$ cat src/rtl/hilo_mdu_ctrl.sv
// HI/LO register pair and multi-cycle multiply/divide sequencer for EX.
// MULT/MULTU/DIV/DIVU hold the pipeline while they compute. The result is
// parked in a pending register and committed to HI/LO in the DONE cycle,
// which is the cycle the instruction leaves EX. MTHI/MTLO write directly.
//
// Handshake: there is no valid/ready pair on this block. The upstream
// "valid" is ex_valid_i and the back-pressure is stall_o. An instruction
// is accepted in IDLE when ex_valid_i & !flush_i. It stays in EX, and
// keeps its operands stable, for every cycle that stall_o is high. It
// leaves EX on the first clock edge where stall_o is low. flush_i always
// wins and kills the instruction in EX.
module hilo_mdu_ctrl #(
    parameter int MUL_CYCLES = 2
) (
    input  logic        clk,
    input  logic        resetn,
    input  logic [7:0]  aluop_i,
    input  logic [31:0] opdata1_i,
    input  logic [31:0] opdata2_i,
    input  logic        ex_valid_i,
    input  logic        flush_i,
    output logic        stall_o,
    output logic        busy_o,
    output logic [63:0] hilo_rdata_o
);

    localparam logic [7:0] MULT_OP  = 8'h18;
    localparam logic [7:0] MULTU_OP = 8'h19;
    localparam logic [7:0] DIV_OP   = 8'h1A;
    localparam logic [7:0] DIVU_OP  = 8'h1B;
    localparam logic [7:0] MTHI_OP  = 8'h11;
    localparam logic [7:0] MTLO_OP  = 8'h13;

    localparam logic [1:0] S_IDLE = 2'd0;
    localparam logic [1:0] S_MUL  = 2'd1;
    localparam logic [1:0] S_DIV  = 2'd2;
    localparam logic [1:0] S_DONE = 2'd3;

    localparam logic [4:0] MUL_LAST = 5'(MUL_CYCLES - 1);
    localparam logic [4:0] DIV_LAST = 5'd31;

    logic [1:0]  state;
    logic [4:0]  cnt;
    logic [31:0] hi;
    logic [31:0] lo;
    logic [63:0] pend;
    logic        pend_nowrite;

    // Multiplier operands and signedness, held for the whole MUL phase.
    logic [31:0] mul_a;
    logic [31:0] mul_b;
    logic        mul_signed;

    // Divider working registers: div_q shifts the dividend out while the
    // quotient bits shift in; div_r is the partial remainder.
    logic [31:0] div_q;
    logic [31:0] div_r;
    logic [31:0] div_d;
    logic        neg_q;
    logic        neg_r;

    logic        issue_ok;
    logic        is_muldiv;
    logic        is_div;
    logic        is_signed;
    logic        start;
    logic [31:0] mag1;
    logic [31:0] mag2;
    logic [63:0] ext_a;
    logic [63:0] ext_b;
    logic [63:0] product;
    logic [32:0] shifted;
    logic [32:0] diff;
    logic        take;
    logic [31:0] next_r;
    logic [31:0] next_q;
    logic [31:0] q_fix;
    logic [31:0] r_fix;

    // Decode, start condition and operand magnitudes.
    always_comb begin
        issue_ok  = ex_valid_i & ~flush_i & (state == S_IDLE);
        is_div    = (aluop_i == DIV_OP) | (aluop_i == DIVU_OP);
        is_muldiv = is_div | (aluop_i == MULT_OP) | (aluop_i == MULTU_OP);
        is_signed = (aluop_i == MULT_OP) | (aluop_i == DIV_OP);
        start     = issue_ok & is_muldiv;
        mag1      = (is_signed & opdata1_i[31]) ? -opdata1_i : opdata1_i;
        mag2      = (is_signed & opdata2_i[31]) ? -opdata2_i : opdata2_i;
    end

    // 64-bit product; sign-extending to 64 bits makes one multiplier serve both signednesses.
    always_comb begin
        ext_a   = {{32{mul_signed & mul_a[31]}}, mul_a};
        ext_b   = {{32{mul_signed & mul_b[31]}}, mul_b};
        product = ext_a * ext_b;
    end

    // One restoring divide step plus the final sign correction.
    always_comb begin
        shifted = {div_r, div_q[31]};
        diff    = shifted - {1'b0, div_d};
        take    = ~diff[32];
        next_r  = take ? diff[31:0] : shifted[31:0];
        next_q  = {div_q[30:0], take};
        q_fix   = neg_q ? -next_q : next_q;
        r_fix   = neg_r ? -next_r : next_r;
    end

    // Flush in MUL/DIV drops stall so the killed instruction leaves EX at once.
    always_comb begin
        stall_o      = resetn & (start | (((state == S_MUL) | (state == S_DIV)) & ~flush_i));
        busy_o       = (state == S_MUL) | (state == S_DIV);
        hilo_rdata_o = {hi, lo};
    end

    // Sequencer FSM and the multiply/divide datapath registers.
    always_ff @(posedge clk or negedge resetn) begin
        if (!resetn) begin
            state        <= S_IDLE;
            cnt          <= 5'd0;
            pend         <= 64'd0;
            pend_nowrite <= 1'b0;
            mul_a        <= 32'd0;
            mul_b        <= 32'd0;
            mul_signed   <= 1'b0;
            div_q        <= 32'd0;
            div_r        <= 32'd0;
            div_d        <= 32'd0;
            neg_q        <= 1'b0;
            neg_r        <= 1'b0;
        end else begin
            case (state)
                S_IDLE: begin
                    if (start) begin
                        cnt          <= 5'd0;
                        pend_nowrite <= 1'b0;
                        if (is_div) begin
                            div_q <= mag1;
                            div_r <= 32'd0;
                            div_d <= mag2;
                            neg_q <= is_signed & (opdata1_i[31] ^ opdata2_i[31]);
                            neg_r <= is_signed & opdata1_i[31];
                            if (opdata2_i == 32'd0) begin
                                pend_nowrite <= 1'b1;
                                state        <= S_DONE;
                            end else begin
                                state <= S_DIV;
                            end
                        end else begin
                            mul_a      <= opdata1_i;
                            mul_b      <= opdata2_i;
                            mul_signed <= is_signed;
                            state      <= S_MUL;
                        end
                    end
                end
                S_MUL: begin
                    if (flush_i) begin
                        state <= S_IDLE;
                    end else begin
                        cnt <= cnt + 5'd1;
                        if (cnt == MUL_LAST) begin
                            pend  <= product;
                            state <= S_DONE;
                        end
                    end
                end
                S_DIV: begin
                    if (flush_i) begin
                        state <= S_IDLE;
                    end else begin
                        div_r <= next_r;
                        div_q <= next_q;
                        cnt   <= cnt + 5'd1;
                        if (cnt == DIV_LAST) begin
                            pend  <= {r_fix, q_fix};
                            state <= S_DONE;
                        end
                    end
                end
                default: begin
                    state <= S_IDLE;
                end
            endcase
        end
    end

    // Architectural HI/LO: commit from pending in DONE, or direct MTHI/MTLO in IDLE.
    always_ff @(posedge clk or negedge resetn) begin
        if (!resetn) begin
            hi <= 32'd0;
            lo <= 32'd0;
        end else if ((state == S_DONE) && !flush_i && !pend_nowrite) begin
            hi <= pend[63:32];
            lo <= pend[31:0];
        end else if (issue_ok && (aluop_i == MTHI_OP)) begin
            hi <= opdata1_i;
        end else if (issue_ok && (aluop_i == MTLO_OP)) begin
            lo <= opdata1_i;
        end
    end

endmodule

$ cat config.mk
export PLATFORM = sky130hd
export DESIGN_NAME = hilo_mdu_ctrl
export DESIGN_NICKNAME = d
export VERILOG_FILES = /design/src/rtl/hilo_mdu_ctrl.sv
export SDC_FILE = /design/constraint.sdc
export NUM_CORES = 2
export LEC_CHECK = 0
export CAP_MARGIN = 20
export CORE_MARGIN = 4
export CORE_UTILIZATION = 45
export DETAILED_ROUTE_END_ITERATION = 8
export GPL_TIMING_DRIVEN = 0
export PLACE_DENSITY = 0.73
export SYNTH_ARGS = -nofsm -noshare
export SYNTH_HDL_FRONTEND = slang
export SYNTH_SLANG_ARGS = --single-unit
$ cat constraint.sdc
create_clock -name clk -period 12 [get_ports clk]
set_input_delay 1.8 -clock clk [delete_from_list [all_inputs] [get_ports clk]]
set_output_delay 1.8 -clock clk [all_outputs]
set_load 0.03 [all_outputs]
==> qor.csv <==
metric,value,unit
final hold slack,481.1,ps
fin crit share,90.60,%
Hold Path Sink,pend[28]$_DFFE_PN0P_,
number of synthesized flops with an enable pin,0,
Total GRT Usage,32.27,%
Layout Cells excl Fill,8050,
clock sinks,299,
max-cap violations,0,
mapped cell area,55690,µm²
WHS Path Cells,2,
row cnt,128,
Num CTS Buffers,29,
Resize count post-CTS,0,
grt total ovfl,0,
root buf cell,clkbuf_16,
Syn. warnings,0,
Psw,5.403,mW
outcome,finished clean,
most frequent cells in the layout,"1184 x inv_1, 1126 x fa_1, 1038 x nand2_1",
CP max stage cell,clkbuf_1,
Final Hold Viols,0,
Reg power frac,17.0,%
final critical-path required period,10870,ps
vias in the first global route,47700,
area grow syn2layout,8.175,%
WP buf/inv,7,
worst path required time,12490,ps
crit path DAT,11360,ps
switching part of the total,56.89,%
"FFs w/ async S/R, synth",100.0,%
routed len/inst,26.00,µm
Comb power frac,72.4,%
"Power, Total",9.496,mW
CTS Hold Buffers Added,0,
main area contributors after synthesis,"fa_1 40%, dfrtp_1 13%, inv_1 8.0%, nand2_1 7.0%, ha_1 5.8%",
Slowest Stage Delay on Critical Path,940,ps
total number of vias,46430,
H-tree depth,1,
Clk pwr share,10.6,%
CTS max path bufs,3,
Power Density,157.6,nW/µm²
worst rel slew slack,12.82,%
Max Slew Vio Count,0,
Worst-path clk slew,80,ps
CTS tree,built,
Reg2Reg Depth,29,
final antenna-violating net count,0,
Syn Inst Count,6215,
RSZ-0062 raised after global routing,no,
startpoint types,flop,
post-layout net count,7850,
initial core utilization,45.52,%
worst clock skew,24.44,ps
Routed WL,209300,µm
GP Congestion,1.028,
vias per cell,5.767,
clk_lat worst skew,600,ps
layout cells sized above 1,2.839,%
Die Span X,359.8,µm
first-pass GRT wire length,311300,µm
post-synthesis cell type count,95,
Internal,4.094,mW
placed cells,7982,
"most used cell, CP",fa_1,
Synth Register Bits,299,
min-delay worst type,flop to flop,
DRC errors left,0,
largest net degree at the start of global routing,123,
sequential area share after synthesis,13.43,%
Synth top area share,40.47,%
most area-hungry cell type in the Yosys netlist,fa_1,
antenna violations before repair,17,
total I/O pin count,142,
Reg-to-Reg End,pend[56]$_DFFE_PN0P_,
Setup Buffers After CTS,0,
Worst Hold Launch,pend[28]$_DFFE_PN0P_,
R2R Setup Slk,1130,ps
Worst VDD drop,0.0002592,V
"critical path fanouts, max",11,
Crit Path Class,flop to flop,
Max Clock Freq,91.98,MHz
syn_area_per_cell,8.961,µm²
Reg2Reg Launch Point,mul_b[7]$_DFFE_PN0P_,
CP endpoint kind,flop,
dpl hpwl,174500,µm
Die Area,129500,µm²
Top delay family on crit path,adder cells,
First-pass DRT Iterations,6,
"leading cell type in the layout, fill and taps excluded",inv_1,
Post-Syn Nets,7673,
Worst-Margin Slew,1308,ps
main flop type after synthesis,dfrtp_1,
IO buf count,136,
core area,122400,µm²
Die Height,359.8,µm
drt initial violations,5148,
Leak Pwr,28.68,nW
Final setup viols,0,
cell type report:
cell class | instances | area [µm²]
diodes | 14 | 35.03
plain buffers | 357 | 1381
clock buffers | 35 | 788.3
clock inverters | 15 | 197.7
fillers | 11640 | 62110
inverters | 1186 | 4452
multi-input cells | 4373 | 42380
flip-flops and latches | 299 | 7482
well taps | 1625 | 2033
repair buffers | 146 | 1499
synthesized netlist by cell type (all sizes together), types with 68 or more instances:
cell,instances
nand2,1038
nor2,202
mux2,68
a21oi,213
clkbuf,334
inv,1185
fa,1126
xnor2,110
ha,256
mux2i,86
dfrtp,299
o21ai,330
and2,354
xor2,96
flip-flops by register name (all words and copies together) (netlist names):
register,cells
div_q,32
cnt,5
lo,32
div_r,32
mul_signed,1
mul_a,32
pend,64
neg_r,1
mul_b,32
state,2
hi,32
div_d,32
pend_nowrite,1
neg_q,1
logic make-up after synthesis:
group,count (synthesis),synth area share [%]
XOR/XNOR,206,3.273
buffers and inverters,1543,10.47
AO/OA/AOI/OAI,777,8.382
flip-flops,299,13.43
AND/OR/NAND/NOR,1854,15.26
adder cells (fa/ha/maj),1382,46.22
multiplexers,154,2.950
worst register-to-register path, delay by kind of cell, from the launching register on:
family                     cells  cell delay [ps]
DFF                            1              320
adders and majority gates      9             4320
buffers and inverters          7             1980
and+or+nand+nor                2              250
xor gates and xnor gates       1              430
AOI/OAI and AO/OA             10             3480
metal layers:
layer / GRT usage [%] / wire length [µm] / vias up
met1: 42.86 / 79090 / 23570
li1: - / - / 19320
met4: 18.99 / 15940 / 6
met3: 7.805 / 24130 / 683
met5: 0 / 37 / -
met2: 48.27 / 90110 / 2851
per-stage QoR:
stage / setup WS (ps) / TNS, ps / cell area, µm² / util (%)
after global placement: -4242 / -1254610 / 59090 / 48.29
after CTS: 1326 / 0 / 60180 / 49.18
after detailed placement: 1350 / 0 / 59190 / 48.38
after global routing: 851.5 / 0 / 60210 / 49.21
after floorplan: 3924 / 0 / 55690 / -
final: 1128 / 0 / 60250 / 49.24
power by group through the flow:
stage | combinational [mW] | clock [mW] | sequential [mW]
global route | 7.24 | 1.04 | 1.64
detailed placement | 6.55 | 0 | 1.62
finish | 6.88 | 1.00 | 1.61
CTS | 6.58 | 1.00 | 1.60
global placement | 6.49 | 0 | 1.61
floorplan | 4.23 | 0 | 1.66
worst max path at each step:
| stage | startpoint | end | cells past startpoint |
|---|---|---|---|
| final | mul_b[7]$_DFFE_PN0P_ | pend[56]$_DFFE_PN0P_ | 29 |
| after global routing | mul_a[31]$_DFFE_PN0P_ | pend[57]$_DFFE_PN0P_ | 29 |
| after CTS | mul_a[31]$_DFFE_PN0P_ | pend[57]$_DFFE_PN0P_ | 31 |
| after detailed placement | mul_a[31]$_DFFE_PN0P_ | pend[57]$_DFFE_PN0P_ | 31 |
| after global placement | resetn | lo[23]$_DFFE_PN0P_ | 1 |
| after floorplan | mul_a[31]$_DFFE_PN0P_ | pend[57]$_DFFE_PN0P_ | 31 |
Power figures use the tool's default switching activity.
